### src/rtl/apu_upsample_sequencer_pkg.sv
// Shared APU upsampler constants and types.
// Ratio, phase width and sample width for the 8x zero-stuffing path.
package apu_upsample_sequencer_pkg;

  localparam int APU_UPSAMPLE_RATIO   = 8;
  localparam int APU_UPSAMPLE_PHASE_W = 3;
  localparam int APU_SAMPLE_W         = 16;

  typedef logic [APU_UPSAMPLE_PHASE_W-1:0] phase_t;
  typedef logic [APU_SAMPLE_W-1:0]         sample_t;

  function automatic logic is_frame_start(phase_t p);
    return p == '0;
  endfunction

endpackage

### src/rtl/apu_strobe_div.sv
// Programmable strobe divider: tick_nxt every div+1 clocks while enabled.
// Ports: clk, rst (sync, high), enable, div (reload), tick_nxt (comb).
module apu_strobe_div #(
  parameter int DIV_W = 8
) (
  input  logic             clk,
  input  logic             rst,
  input  logic             enable,
  input  logic [DIV_W-1:0] div,
  output logic             tick_nxt
);

  logic [DIV_W-1:0] cnt;

  assign tick_nxt = enable && (cnt == '0);

  always_ff @(posedge clk) begin
    if (rst || !enable) begin
      cnt <= '0;
    end else if (cnt == '0) begin
      cnt <= div;
    end else begin
      cnt <= cnt - DIV_W'(1);
    end
  end

endmodule

### src/rtl/apu_upsample_sequencer.sv
// 8x upsampler sequencer: strobes the FIR, stuffs zeroes, republishes output.
// Ports: clk, rst, enable, div, in_* handshake, filt_* FIR side, out_*, flags.
module apu_upsample_sequencer
  import apu_upsample_sequencer_pkg::*;
#(
  parameter int DIV_W = 8
) (
  input  logic             clk,
  input  logic             rst,
  input  logic             enable,
  input  logic [DIV_W-1:0] div,
  input  logic             in_valid,
  output logic             in_ready,
  input  logic [15:0]      in_data,
  output logic             filt_en,
  output logic [15:0]      filt_d,
  input  logic [15:0]      filt_q,
  output logic             out_valid,
  output logic [15:0]      out_data,
  output logic             frame_tick,
  output logic             underflow,
  input  logic             clr_underflow
);

  logic    tick;
  phase_t  phase;
  sample_t hold;
  sample_t last;
  logic    hold_valid;
  logic    ph0;
  sample_t filt_d_nxt;
  logic    consume;
  logic    uf_set;
  logic    accept;

  apu_strobe_div #(.DIV_W(DIV_W)) u_div (
    .clk      (clk),
    .rst      (rst),
    .enable   (enable),
    .div      (div),
    .tick_nxt (tick)
  );

  assign in_ready = !hold_valid;
  assign accept   = in_valid && in_ready;
  assign out_data = filt_q;
  assign ph0      = is_frame_start(phase);

  // Phase 0 takes the held sample, or repeats
  // the last one on starvation to avoid a click.
  always_comb begin
    filt_d_nxt = filt_d;
    consume    = 1'b0;
    uf_set     = 1'b0;
    unique case (1'b1)
      !tick: ;
      tick && !ph0: filt_d_nxt = '0;
      tick && ph0 && hold_valid: begin
        filt_d_nxt = hold;
        consume    = 1'b1;
      end
      default: begin
        filt_d_nxt = last;
        uf_set     = 1'b1;
      end
    endcase
  end

  always_ff @(posedge clk) begin
    if (rst) begin
      phase      <= '0;
      hold       <= '0;
      hold_valid <= 1'b0;
      last       <= '0;
      filt_en    <= 1'b0;
      filt_d     <= '0;
      frame_tick <= 1'b0;
      out_valid  <= 1'b0;
      underflow  <= 1'b0;
    end else begin
      filt_en    <= tick;
      frame_tick <= tick && ph0;
      out_valid  <= filt_en;
      filt_d     <= filt_d_nxt;

      if (!enable) begin
        phase <= '0;
      end else if (tick) begin
        phase <= phase + phase_t'(1);
      end

      if (accept) begin
        hold       <= in_data;
        hold_valid <= 1'b1;
      end else if (consume) begin
        last       <= hold;
        hold_valid <= 1'b0;
      end

      if (uf_set) begin
        underflow <= 1'b1;
      end else if (clr_underflow) begin
        underflow <= 1'b0;
      end
    end
  end

endmodule

### config.mk
export PLATFORM = sky130hd
export DESIGN_NAME = apu_upsample_sequencer
export DESIGN_NICKNAME = d
export VERILOG_FILES = /design/src/rtl/apu_upsample_sequencer_pkg.sv /design/src/rtl/apu_strobe_div.sv /design/src/rtl/apu_upsample_sequencer.sv
export SDC_FILE = /design/constraint.sdc
export NUM_CORES = 1
export LEC_CHECK = 0
export CAP_MARGIN = 20
export CORE_MARGIN = 10
export CORE_UTILIZATION = 50
export DETAILED_ROUTE_END_ITERATION = 12
export PLACE_DENSITY = 0.82
export SLEW_MARGIN = 20
export SYNTH_ARGS = -nofsm -noshare
export SYNTH_HDL_FRONTEND = slang
export SYNTH_SLANG_ARGS = --single-unit
### constraint.sdc
create_clock -name clk -period 5.2 [get_ports clk]
set_input_delay 0.78 -clock clk [delete_from_list [all_inputs] [get_ports clk]]
set_output_delay 0.78 -clock clk [all_outputs]
set_load 0.02 [all_outputs]
==> qor.txt, run 1 <==
Run status -> complete, no violations
Clk buf depth -> 2
Vias in the first global route -> 2,223
Initial core utilization -> 52.21%
Total GRT Usage -> 14.06%
Final worst-path cycle share -> 46.17%
Crit path cell chain -> clkdlybuf4s50_1 -> nand3b_1 -> or3_1 -> a221oi_1 -> nor3_1
Static leakage -> 0.001206 µW
Initial antenna violation count -> 0
Mapped Cells -> 317
CTS Sinks -> 64
Clk Tree Root Cell -> clkbuf_8
Via Count -> 2,210
Count of cell types in the netlist -> 31
CP max FO -> 16
Seq/Total Area, Yosys -> 47.15%
Maxcap violations -> 0
Rows -> 26
Worst skew pair latency -> 0.34 ns
Kind of critical path -> primary input to register
Top-area cell type share of the netlist area -> 47.15%
Power Density -> 441.0 nW/µm²
Worst path arrival time -> 2.59 ns
Yosys warns -> 0
Antenna-violating nets left -> 0
Hold Crit Class -> register to register
Final routed wire length divided by cell count -> 14.29 µm
Hold-fix buffers at CTS -> 0
Hpwl dp -> 4031 µm
Top_reg_cell synth -> dfxtp_1
First-pass GRT wire length -> 9956 µm
Via density -> 5.313
RSZ-0062 raised after global routing -> no
DR iter-0 viols -> 137
CP Launch Type -> primary input
Area leader, netlist -> dfxtp_1
Core Region -> 5205 µm²
TritonCTS clock tree -> built
Syn-to-layout area delta -> 21.78%
CTS buffer count -> 9
Maximum clock rate -> 416.5 MHz
Critical path capture point type -> register
Final Max Slew Viols -> 0
Critical path's slowest cell -> or3_1
Post-Syn Nets -> 366
Ant. Diodes -> 0
Skew final -> 0.009107 ns
Final Hold Viols -> 0
Post-Synthesis Cell Area -> 2718 µm²
Setup tns final -> 0 ns
Worst Tran Pin Value -> 0.9784 ns
Io pins -> 82
Iteration count of the initial detailed-routing pass -> 4
Critical Path Max Stage Delay -> 0.67 ns
Max rail drop VDD -> 0.3535 mV
Required time of the critical path -> 5.39 ns
Clk slew on worst S/H paths -> 0.07 ns
Final Wtd Congestion -> 0.8074
Fin nets -> 390
Area contributors post-synth -> dfxtp_1 47%, nand2_1 9.7%, a21oi_1 6.6%, a221oi_2 5.0%, buf_4 5.0%
Final hold slack -> 0.4544 ns
Rel. slew slack -> 34.28%
Final setup vio count -> 0
Fillers -> 425
Chip Width -> 93.73 µm
IO Port Bufs -> 49
Layout cells sized above 1 -> 8.960%
Die area -> 8784 µm²
Final WL -> 5945 µm
Setup Fix Bufs, Post-CTS -> 0
Drc violations -> 0
Die height -> 93.73 µm
Number of synthesized flops with an enable pin -> 0
Layout Utilization -> 63.58%
Largest net degree at the start of global routing -> 53
Synth Area per Inst -> 8.573 µm²
Post-CTS sizing -> 0
Ys async rst share -> 0%
Synthesis-stage register bit count -> 64
Fin crit period -> 2.401 ns
CTS H-tree lvls -> 3
Total grt overflow -> 0
==> through the flow <==
stage	cells	setup WS (ns)	power (µW)	area, µm²
detailed placement	400	2.468	982.4	3074
global route	416	2.681	1537	3309
floorplan	317	3.254	876.1	2718
global placement	400	2.537	974.5	3074
finish	416	2.799	1459	3309
CTS	416	2.817	1471	3307
==> layer usage <==
metal | vias to the layer above | track usage [%] | routed length [µm]
met5 | - | 0 | 0
met4 | 0 | 6.203 | 75
met1 | 1020 | 15.33 | 2529
met2 | 69 | 23.16 | 2863
li1 | 1113 | - | -
met3 | 8 | 6.155 | 476
==> cell type report <==
type                    instances  area [µm²]  share of cell area, %
flip-flops and latches         64        1281                  38.71
multi-input cells             209        1185                  35.80
repair buffers                 51       500.5                  15.12
clock buffers                  14       172.7                  5.217
well taps                      70       87.58                  2.647
clock inverters                 2       60.06                  1.815
inverters                       6       22.52                 0.6805
==> synthesized netlist by cell type (all sizes together), types with 3 or more instances <==
cell type  instances
clkbuf            13
buf               25
dfxtp             64
a21oi             36
ha                 4
inv                6
nand2             70
xnor2              4
nor2b              3
a211oi             5
nor3              19
nor4               4
nor2              30
a221oi            15
==> kinds of logic (layout without fill, tap and decap cells) <==
| logic type | Yosys count | after routing | share of synthesized area [%] |
|---|---|---|---|
| adder cells (fa/ha/maj) | 4 | 4 | 1.842 |
| buffers and inverters | 44 | 73 | 9.346 |
| XOR/XNOR | 5 | 5 | 1.611 |
| multiplexers | 2 | 2 | 0.8287 |
| flip-flops | 64 | 64 | 47.15 |
| AND/OR/NAND/NOR | 136 | 136 | 22.61 |
| AO/OA/AOI/OAI | 62 | 62 | 16.62 |
==> worst max-delay path: cells and delay by family <==
family                 cells  cell delay [ns]
AO/OA/AOI/OAI              1             0.36
buffers and inverters      1             0.51
AND/OR/NAND/NOR            3             0.93
==> final timing paths <==
check	start	end	slack, ns	cells past startpoint
max	enable	filt_d[1]	2.80	5
min	last[3]	last[3]	0.45	2
max reg2reg	u_div.cnt[5]	filt_d[1]	2.87	4
min reg2reg	last[3]	last[3]	0.45	2
==> cell usage in the layout (no fill, tap or decap) <==
master,Yosys,routed
a221oi_2,9,9
or3_1,1,1
clkbuf_1,13,2
buf_4,18,2
or4_1,2,2
dfxtp_1,64,64
nor2b_1,3,2
nand2_1,70,70
nand3b_1,2,2
clkdlybuf4s50_1,0,48
and2_1,1,1
xor2_1,1,1
a22o_1,1,1
nor3_1,19,19
inv_1,6,6
a21oi_1,36,36
nor4_4,2,2
xnor2_1,4,4
a211oi_1,5,5
o22ai_1,1,1
nor3b_1,2,2
a311oi_1,2,2
ha_1,4,4
buf_2,5,1
nor4_1,2,2
mux2_2,2,2
a221oi_1,6,6
a2bb2oi_1,1,1
bufinv_16,0,2
o21ai_0,1,1
clkbuf_8,0,12
nor2_1,30,30
nand2b_1,2,2
nor2b_2,0,1
==> sequential cells by signal (all words and copies together), names as in the netlist <==
| register | cells |
|---|---|
| hold | 16 |
| frame_tick | 1 |
| filt_en | 1 |
| hold_valid | 1 |
| filt_d | 16 |
| phase | 3 |
| out_valid | 1 |
| underflow | 1 |
| u_div.cnt | 8 |
| last | 16 |
==> report_power, final <==
part | internal, µW | switching (µW) | leakage (µW)
clock network | 310 | 178 | 0.000117
registers | 544 | 40.3 | 0.000522
logic | 167 | 220 | 0.000567
total | 1020 | 438 | 0.00121
(Power assumes the default switching activity.)
==> run 2: changes to the inputs <==
--- a/config.mk
+++ b/config.mk
@@ -7,9 +7,9 @@
 export LEC_CHECK = 0
 export CAP_MARGIN = 20
 export CORE_MARGIN = 10
-export CORE_UTILIZATION = 50
+export CORE_UTILIZATION = 42
 export DETAILED_ROUTE_END_ITERATION = 12
-export PLACE_DENSITY = 0.82
+export PLACE_DENSITY = 0.74
 export SLEW_MARGIN = 20
 export SYNTH_ARGS = -nofsm -noshare
 export SYNTH_HDL_FRONTEND = slang
==> constraint.sdc (replaced) <==
create_clock -name clk -period 1.95 [get_ports clk]
set_input_delay 0.2925 -clock clk [delete_from_list [all_inputs] [get_ports clk]]
set_output_delay 0.2925 -clock clk [all_outputs]
set_load 0.02 [all_outputs]
==> run 2 against run 1 <==
Utilization decreased by 8.0 points; largest power group unchanged; cell count increased by 6.5%; critical path depth unchanged; highest routed layer unchanged.
==> qor.txt, run 2 (synthesis gave the netlist of run 1 again) <==
Maxcap violations -> 0
CTS buffer count -> 9
Die area -> 10,090 µm²
Final worst-path cycle share -> 95.14%
Rel. slew slack -> 57.16%
Hpwl dp -> 4610 µm
Reg2reg setup slack -> 0.09 ns
Final routed wire length divided by cell count -> 15.38 µm
Non-Filler Instances -> 443
Min-Delay Startpoint -> rst
Static leakage -> 0.001318 µW
CP max FO -> 7
Vias in the first global route -> 2,295
Met1 GRT Util -> 14.84%
R2R cell count -> 5
Pre-CTS setup slack -> 0.03674 ns
DP Area -> 3223 µm²
IO Port Bufs -> 49
Final WL -> 6813 µm
Most frequent cells in the layout -> 70 x nand2_1, 63 x dfxtp_1, 48 x clkdlybuf4s50_1, 36 x a21oi_1, 29 x nor2_1
Total GRT Usage -> 13.43%
Via density -> 5.208
TritonCTS clock tree -> built
CTS H-tree lvls -> 3
Initial core utilization -> 43.04%
Worst flop-to-flop path endpoint -> filt_d[2]
Run status -> complete, no violations
Max rail drop VDD -> 0.5915 mV
Largest net degree at the start of global routing -> 52
Iteration count of the initial detailed-routing pass -> 4
GR Util met3 -> 5.357%
Clk Tree Root Cell -> clkbuf_8
Endpoint, Worst Hold -> filt_en
Skew final -> 0.007346 ns
Kind of critical path -> register to register
Required time of the critical path -> 2.16 ns
Hold Crit Class -> primary input to register
Worst Tran Pin Value -> 0.6411 ns
Worst flop-to-flop path startpoint -> u_div.cnt[5]
Core Region -> 6314 µm²
Final Hold Viols -> 0
Clk buf depth -> 2
Power Density -> 1119 nW/µm²
Final Wtd Congestion -> 0.7133
Top Registers -> filt_d (16), hold (16), last (16)
Most common cell after layout, fill and taps aside -> nand2_1
First-pass GRT wire length -> 11,020 µm
Layout cells sized above 1 -> 16.39%
CP Launch Type -> register
Grt peak-use layer -> met2
Worst skew pair latency -> 0.34 ns
Total grt overflow -> 0
Fillers -> 590
Die height -> 100.4 µm
Launch point of the worst path -> u_div.cnt[5]
Critical path capture point type -> register
Fin crit period -> 1.855 ns
CTS Sinks -> 64
Rows -> 29
Io pins -> 82
Maximum clock rate -> 539.0 MHz
Final Max Slew Viols -> 0
Design Area, Final -> 3511 µm²
Chip Width -> 100.4 µm
Worst path arrival time -> 2.06 ns
Design Power -> 3928 µW
Fin nets -> 410
Clk slew on worst S/H paths -> 0.07 ns
Setup slack after layout -> 0.09476 ns
Met2 usage -> 22.45%
Drc violations -> 0
Syn-to-layout area delta -> 29.19%
Hold-fix buffers at CTS -> 0
Via Count -> 2,307
Initial antenna violation count -> 0
DR iter-0 viols -> 111
Ant. Diodes -> 0
Worst hold path depth -> 3
Final setup vio count -> 0
Dpl cells -> 424
Antenna-violating nets left -> 0
-- run 2: cell count changes in the layout (fill, tap and decap cells not counted), moves of 2 or more --
cell | previous run | this run
clkbuf_1 | 2 | 0
a221oi_1 | 6 | 2
buf_4 | 2 | 19
clkinv_2 | 0 | 2
clkinvlp_4 | 0 | 2
a221oi_2 | 9 | 13
-- run 2: what timing repair did --
action	4_1_cts	5_1_grt
resized for setup	0	9
setup endpoints to repair	0	18
buffers inserted	0	2
endpoints found under the hold margin	0	0
-- run 2: worst max-delay path, cell delays in order, from the launching register on --
cell and delay [ns]:
dfxtp_1 0.31, or4_4 0.54, or3_4 0.39, buf_4 0.18, a221oi_1 0.23, nor3_1 0.07
-- run 2: how the worst max path moves through the flow --
stage | to | cells past startpoint
after global routing | filt_d[15] | 9
final | filt_d[2] | 5
after global placement | filt_d[14] | 6
after detailed placement | filt_d[14] | 6
after floorplan | last[10] | 7
after CTS | filt_d[14] | 6
-- run 2: layout make-up --
| class | count | area, µm² | share of cell area [%] |
|---|---|---|---|
| sequential | 64 | 1282 | 36.53 |
| multi-input combinational | 209 | 1219 | 34.71 |
| timing repair buffer | 71 | 684.4 | 19.49 |
| clock buffer | 11 | 151.4 | 4.312 |
| tap | 77 | 96.34 | 2.744 |
| clock inverter | 5 | 55.05 | 1.568 |
| inverter | 6 | 22.52 | 0.6415 |
-- run 2: metrics by stage --
stage | setup TNS (ns) | util, % | hold slack, ns
2_1_floorplan | 0 | - | 0.4285
3_3_place_gp | 0 | 51.05 | 0.4374
3_5_place_dp | 0 | 51.05 | 0.4496
4_1_cts | 0 | 54.32 | 0.2982
5_1_grt | -0.1941 | 55.61 | 0.3234
6_report | 0 | 55.61 | 0.3042
-- run 2: routing by layer --
metal  routed length [µm]  up-vias
li1                     -     1156
met1                 2810     1083
met2                 3410       63
met3                  517        5
met4                   74        0
met5                    0        -
-- run 2: power by group --
| group | leakage (µW) | internal, µW | total (µW) | switching, µW |
|---|---|---|---|---|
| Combinational | 0.000694 | 561 | 1200 | 640 |
| Clock | 0.000101 | 655 | 1170 | 518 |
| Sequential | 0.000523 | 1450 | 1550 | 102 |
| Total | 0.00132 | 2670 | 3930 | 1260 |
